==> src/rtl/tog_rx_mem.sv <==
// N x DEPTH register file for the domain-B receive FIFO.
// One synchronous write port, one asynchronous read port, contents not reset.
module tog_rx_mem #(
    parameter int unsigned N     = 8,
    parameter int unsigned DEPTH = 4,
    parameter int unsigned AW    = 2
) (
    input  logic          clkB,
    input  logic          we,
    input  logic [AW-1:0] waddr,
    input  logic [N-1:0]  wdata,
    input  logic [AW-1:0] raddr,
    output logic [N-1:0]  rdata
);

    logic [N-1:0] mem [DEPTH];

    always_ff @(posedge clkB) begin
        if (we) begin
            mem[waddr] <= wdata;
        end
    end

    assign rdata = mem[raddr];

endmodule

==> src/rtl/tog_rx_fifo.sv <==
// Domain-B receiver for the toggle synchronizer: captures the data word one
// cycle after each transfer pulse into a show-ahead FIFO with a valid/ready output.
module tog_rx_fifo #(
    parameter int unsigned N     = 8,
    parameter int unsigned DEPTH = 4,
    parameter int unsigned AW    = 2
) (
    input  logic          clkB,
    input  logic          rst_n,
    input  logic          ena,
    input  logic          pulse_in,
    input  logic [N-1:0]  data_in,
    output logic [N-1:0]  out_data,
    output logic          out_valid,
    input  logic          out_ready,
    output logic [AW:0]   level,
    output logic          overflow,
    input  logic          clr_ovf
);

    localparam logic [AW:0] FULL_LVL = (AW+1)'(DEPTH);

    if ((DEPTH < 2) || ((DEPTH & (DEPTH - 1)) != 0) || (AW != $clog2(DEPTH))) begin : g_bad_cfg
        $error("tog_rx_fifo: DEPTH must be a power of two >= 2 and AW = log2(DEPTH)");
    end

    logic          pend;
    logic [AW-1:0] wr_ptr;
    logic [AW-1:0] rd_ptr;
    logic          pop;
    logic          push;
    logic          drop;
    logic          full;
    logic [N-1:0]  rd_word;

    // Full with a simultaneous pop still accepts the pending word.
    always_comb begin
        pop  = out_valid & out_ready;
        full = (level == FULL_LVL);
        push = pend & (~full | pop);
        drop = pend & full & ~pop;
    end

    assign out_valid = (level != '0);
    assign out_data  = out_valid ? rd_word : '0;

    // pend delays capture by one cycle because the synchronizer registers data on the pulse.
    always_ff @(posedge clkB) begin
        if (!rst_n) begin
            pend     <= 1'b0;
            wr_ptr   <= '0;
            rd_ptr   <= '0;
            level    <= '0;
            overflow <= 1'b0;
        end else begin
            pend <= pulse_in & ena;
            if (push) begin
                wr_ptr <= wr_ptr + AW'(1);
            end
            if (pop) begin
                rd_ptr <= rd_ptr + AW'(1);
            end
            case ({push, pop})
                2'b10:   level <= level + (AW+1)'(1);
                2'b01:   level <= level - (AW+1)'(1);
                default: level <= level;
            endcase
            if (drop) begin
                overflow <= 1'b1;
            end else if (clr_ovf) begin
                overflow <= 1'b0;
            end
        end
    end

    tog_rx_mem #(
        .N     (N),
        .DEPTH (DEPTH),
        .AW    (AW)
    ) u_mem (
        .clkB  (clkB),
        .we    (push & rst_n),
        .waddr (wr_ptr),
        .wdata (data_in),
        .raddr (rd_ptr),
        .rdata (rd_word)
    );

endmodule

==> config.mk <==
export PLATFORM = sky130hd
export DESIGN_NAME = tog_rx_fifo
export DESIGN_NICKNAME = d
export VERILOG_FILES = /design/src/rtl/tog_rx_mem.sv /design/src/rtl/tog_rx_fifo.sv
export SDC_FILE = /design/constraint.sdc
export NUM_CORES = 1
export LEC_CHECK = 0
export CORE_ASPECT_RATIO = 1.25
export CORE_MARGIN = 4
export CORE_UTILIZATION = 45
export CTS_BUF_LIST = sky130_fd_sc_hd__clkbuf_2 sky130_fd_sc_hd__clkbuf_4 sky130_fd_sc_hd__clkbuf_8
export CTS_CLUSTER_DIAMETER = 40
export CTS_CLUSTER_SIZE = 30
export DETAILED_ROUTE_END_ITERATION = 10
export MAX_ROUTING_LAYER = met4
export PLACE_DENSITY = 0.7
export SYNTH_ARGS = -nofsm -noshare
export SYNTH_HDL_FRONTEND = slang
export SYNTH_SLANG_ARGS = --single-unit
==> constraint.sdc <==
create_clock -name clkB -period 1.6 [get_ports clkB]
set_input_delay 0.16 -clock clkB [delete_from_list [all_inputs] [get_ports clkB]]
set_output_delay 0.16 -clock clkB [all_outputs]
set_load 0.03 [all_outputs]
==> impl_metrics.toml <==
[timing]
worst_clock_skew_ps = 5.58
slew-limit-headroom_pct = 69.2
rsz0062_at_grt = "yes"
report.final.slew_viol_count = 0
period_share_pct = 108
finalHoldViolCount = 0
tightest_slew_ps = 461
fin_setup_tns_ps = -870
setup_viol = 8
fmax_ghz = 0.580
min_period_ps = 1720
postLayoutSetupSlackWorst_ps = -124

[clock_tree]
cts_hold_buf = 0
clock_path_buffers = 2
cts-root-buf = "clkbuf_8"
cts_num_sinks = 43
clkSlewWorstSetupHoldPaths_ps = 80
cts_buffers = 5
cts_tree = "built"
cts_max_level = 2
clk_latency_ps = 290

[power_and_ir_drop]
p_per_area_mw_per_mm2 = 1240
finalPower_mw = 3.02
power_leakage_nw = 0.876
ir_drop_uv = 737

[yosys]
seq_area_frac_synth_pct = 63.5
synth_compound_area_share_pct = 4.57
syn_inst = 126
muxShareOfSynthArea_pct = 10.8
yosys_most_used_dff = "edfxtp_1"
yosysMostFrequentCell = "edfxtp_1"
syn-num-nets = 145
yosys-top-cells-area = "edfxtp_1 (52%), dfxtp_1 (12%), mux4_2 (9.7%)"
synth_edf_count = 32
synth_fa_ha_area_share_pct = 3.77
synth_area_mm2 = 0.00186
synth_top_family_by_area = "simple AND/OR/NAND/NOR gates"
synth_cell_types = 34
synth-simple-area-share_pct = 11.0
yosysWarnings = 0
synth_seq_cells = 43
synth_xor_area_share_pct = 1.41
synth_top_cell_area_share_pct = 51.6
synth_common_cells = "edfxtp_1 (32), dfxtp_1 (11), inv_1 (11), nor2_1 (11), nor2b_1 (9)"
async_flop_share_pct = 0
synth.avg_cell_area_um2 = 14.8
synth_largest_area_cell = "edfxtp_1"

[setup_path]
slowest_delay_ps = 490
critPathLaunchType = "flip-flop"
cp_num_cells = 4
cp_cell_sequence = "buf_12 > mux4_2 > nor2b_1 > buf_4"
cp.arrival_ps = 1560
r2r_slack_ps = 60
cp_top_family = "multiplexers"
cp_slowest_cell = "mux4_2"
crit_path_end = "out_data[3]"
r2r_cells = 6
cp-end-kind = "primary output"
worst_r2r_endpoint = "level[2]"
required_ps = 1440
path_buf_inv = 2
crit_fanout = 8
rr_startpoint = "level[1]"
crit_type = "reg -> out"

[global_route]
grt-ovfl-total = 0
grt_start_max_net_pins = 14
grt_pass1_vias = 1194
grtUsageTotal_pct = 15.1
antenna_found_initial = 0
grt_pass1_wl_um = 5640

[finish]
nNetsFinal = 184
final_util_pct = 62.5
area_delta_synth_final_pct = 30.4
diodes = 0
drive_gt1_share_pct = 33.1
finalInstanceArea_mm2 = 0.00243

[placement]
place_area_mm2 = 0.00227
port_buffers = 26
hpwl_um = 2370
place_congestion = 0.764

[route]
wl_met1_um = 1290
vias = 1116
drtIter0Drc = 36
drtPass1Iterations = 4
wl_um = 3290
wl_per_cell_um = 15.0
top_layer_used = "met4"
met3_length_um = 137
via_per_inst = 5.07
drc = 0
wl_met2_um = 1810
ant_nets = 0

[worst_hold_path]
worstHoldStart = "ena"
hold_depth = 2
hp-class = "in -> reg"

[die]
die_w_um = 65.5
num_rows = 25
coreArea_mm2 = 0.00388
die_y_um = 79.9
start_util_pct = 48.0
dieArea_mm2 = 0.00523
io_pins = 27

[status]
violations = "setup timing"
outcome = "finished, violations left"

[flow_run]
drv_cap = 0
## flip-flops by register name (all words and copies together), names as in the netlist, named ones only
| name | flops |
|---|---|
| level | 3 |
| overflow | 1 |
| pend | 1 |
| rd_ptr | 2 |
| u_mem.mem | 32 |
| wr_ptr | 2 |
## worst min-delay path by stage
stage	end	slack, ps
6_report	pend	470
3_3_place_gp	wr_ptr[1]	500
4_1_cts	pend	470
2_1_floorplan	u_mem.mem[0][0]	260
3_5_place_dp	wr_ptr[1]	510
5_1_grt	pend	480
## placed cells by master (no fill, tap or decap), types with 2 or more instances in the layout
cell	instances
a21oi_1	3
buf_12	3
buf_4	14
buf_6	4
clkbuf_8	5
clkdlybuf4s50_1	15
dfxtp_1	7
dfxtp_2	3
dlygate4sd2_1	3
edfxtp_1	32
ha_1	4
inv_1	10
mux2i_1	2
mux4_2	8
nand2_1	3
nand3_1	2
nand3_2	2
nor2_1	7
nor2_2	4
nor2b_1	6
nor2b_4	3
o21ai_0	2
xor2_1	2
## layer usage
metal  global-route usage, %  up-vias
met5                       -        -
met4                    5.60        0
met3                    3.94        5
met2                    27.0       29
met1                    15.9      549
li1                        -      533
## layout make-up
type	instances	area [µm²]
sequential	43	1190
clock inverter	3	38.8
tap	54	67.6
clock buffer	5	68.8
timing repair buffer	39	387
fill	318	1450
multi-input combinational	65	634
inverter	11	41.3
## cell families after synthesis
logic type,Yosys count
XOR/XNOR,3
buffers and inverters,18
AND/OR/NAND/NOR,35
flip-flops,43
AO/OA/AOI/OAI,12
adder cells (fa/ha/maj),5
multiplexers,10
## stage by stage
stage,hold slack (ps),setup WS (ps),instances
floorplan,259,-219,126
global placement,504,-274,210
detailed placement,508,-318,210
CTS,465,-156,220
global route,478,-174,220
finish,472,-124,220
## power breakdown
group	leakage (nW)	total (mW)	internal [mW]	switching, mW
Sequential	0.380	1.29	1.24	0.0450
Combinational	0.441	0.936	0.464	0.472
Clock	0.0556	0.792	0.456	0.336
## what timing repair did
item / CTS / global route
buffers inserted: 2 / 0
gates cloned: 0 / 0
endpoints found under the setup margin: 42 / 9
gates resized for setup: 60 / 7
pin swaps: 1 / 2
Power figures use the tool's default switching activity.
==> RTL edit, RTL diff (same flow settings) <==
Make the reset (`rst_n`) asynchronous in one clocked block.
--- a/src/rtl/tog_rx_fifo.sv
+++ b/src/rtl/tog_rx_fifo.sv
@@ -45,7 +45,7 @@
     assign out_data  = out_valid ? rd_word : '0;
 
     // pend delays capture by one cycle because the synchronizer registers data on the pulse.
-    always_ff @(posedge clkB) begin
+    always_ff @(posedge clkB or negedge rst_n) begin
         if (!rst_n) begin
             pend     <= 1'b0;
             wr_ptr   <= '0;
Check against the original RTL: differs if rst_n is asserted again (counterexample within 4 cycles, from zero or initial values and one cycle with rst_n low); with rst_n held inactive, the same outputs for 10 cycles.
==> RTL edit against the original RTL <==
  * The run still ends with setup timing left
  * Worst hold slack worse by 0.18 ns
  * Synthesized area down 2.6%
  * Design area up 6.4%
  * Sequential cell count down 2
  * Clock skew up 0.0018 ns
  * Setup slack worse by 0.17 ns
  * Wire length up 6.6%
  * Critical path type is now register to register
  * Largest cell class unchanged
Power is not compared: it rests on default switching activity, and its combinational part moved more than twofold at a synthesized area within 25%.
==> RTL edit: results (changes against the original RTL) <==
Run status
  • Status: finished, violations left (unchanged)
  • Violated checks: setup timing (unchanged)

Cells and area
  • # fillers: 264 (was 318)
  • Seq_cells: 41 (was 43)
  • Signal buf overhead: 0.212 (was 0.159)
  • Non-Filler Instances: 227 (was 220)
  • Fraction of area in multi-input gates: 0.251 (was 0.261)
  • Count of multi-input gates: 60 (was 65)
  • Clock-cell share: 0.0334 (was 0.0444)
  • Area of the multi-input gates: 649 µm² (was 634 µm²)
  • Seq. cell area: 1190 µm² (about the same)

Setup path
  • Kind of cell adding the most delay to the critical path: simple AND/OR/NAND/NOR gates (was multiplexers)
  • Worst Path Max Fanout: 2 (was 8)
  • Crit-path max cell delay: 0.40 ns (was 0.49 ns)
  • RR Endpoint: level[2]$_DFFE_PN0P_ (was level[2]$_SDFFE_PN0P_)

Placement
  • GP Congestion: 0.858 (was 0.764)
  • DP Area: 2320 µm² (was 2270 µm²)
  • Pre-CTS WS: -0.682 ns (was -0.318 ns)
  • Dpl hpwl: 2630 µm (was 2370 µm)
  • Placed insts: 214 (was 210)

Detailed routing
  • Vias: 1,137 (was 1,116)
  • Metal2 WL: 2010 µm (was 1810 µm)
  • Met3 wire len: 140 µm (was 137 µm)
  • First DRT Iteration DRCs: 28 (was 36)

Logic synthesis
  • Syn_nets: 136 (was 145)
  • Synth async-reset ratio: 0.220 (was 0)
  • Top post-synthesis cells by count: 32 x edfxtp_1, 11 x inv_1, 9 x and2_1, 9 x dfrtp_1 (was 32 x edfxtp_1, 11 x dfxtp_1, 11 x inv_1, 11 x nor2_1, 9 x nor2b_1)
  • Sequential area share after synthesis: 0.654 (was 0.635)
  • Distinct cell type count after synthesis: 31 (was 34)
  • Mean post-synth cell area: 15.5 µm² (was 14.8 µm²)

Global routing
  • GR Util met2: 0.277 (was 0.270)
  • Overall Global Routing Usage: 0.158 (was 0.151)
  • Vias in the first global route: 1,224 (was 1,194)
  • First-pass GRT wire length: 5780 µm (was 5640 µm)
  • M1 GR Usage: 0.170 (was 0.159)

STA
  • Worst Tran Pin Value: 0.445 ns (was 0.461 ns)
  • Clk_skew: 0.00742 ns (was 0.00558 ns)
  • Hold Slack: 0.290 ns (was 0.472 ns)
  • Final setup fails: 44 (was 8)
  • Final TNS setup: -4.80 ns (was -0.870 ns)
  • Post-route setup slack: -0.291 ns (was -0.124 ns)

Worst hold path
  • Hold Crit Class: primary input to async pin (was primary input to register)
## RTL edit: cell count changes after synthesis, sizes merged, moves of 3 or more
cell	before	now
a21oi	3	0
dfrtp	0	9
dfxtp	11	0
buf	6	2
nor2	11	8
nor2b	9	2
and2	0	9
## RTL edit: logic make-up after synthesis
| family | Yosys count | share of synthesized area |
|---|---|---|
| adders and majority gates | 5 | 0.0386 |
| xor gates and xnor gates | 3 | 0.0145 |
| buffers and inverters | 16 | 0.0345 |
| DFF | 41 | 0.654 |
| AOI/OAI and AO/OA | 10 | 0.0435 |
| muxes | 10 | 0.113 |
| and+or+nand+nor | 32 | 0.101 |
## RTL edit: power breakdown
group          switching, mW  internal, mW  leakage (nW)
logic                   1.03          1.26         0.556
registers              0.134          1.30         0.394
clock network          0.347         0.301        0.0439
total                   1.52          2.86         0.995
## RTL edit: what timing repair did
item,4_1_cts,5_1_grt
endpoints found under the setup margin,47,44
resized for setup,89,8
hold buffers,0,0
pin swaps,7,7
buffers inserted,4,3
gates cloned,0,0
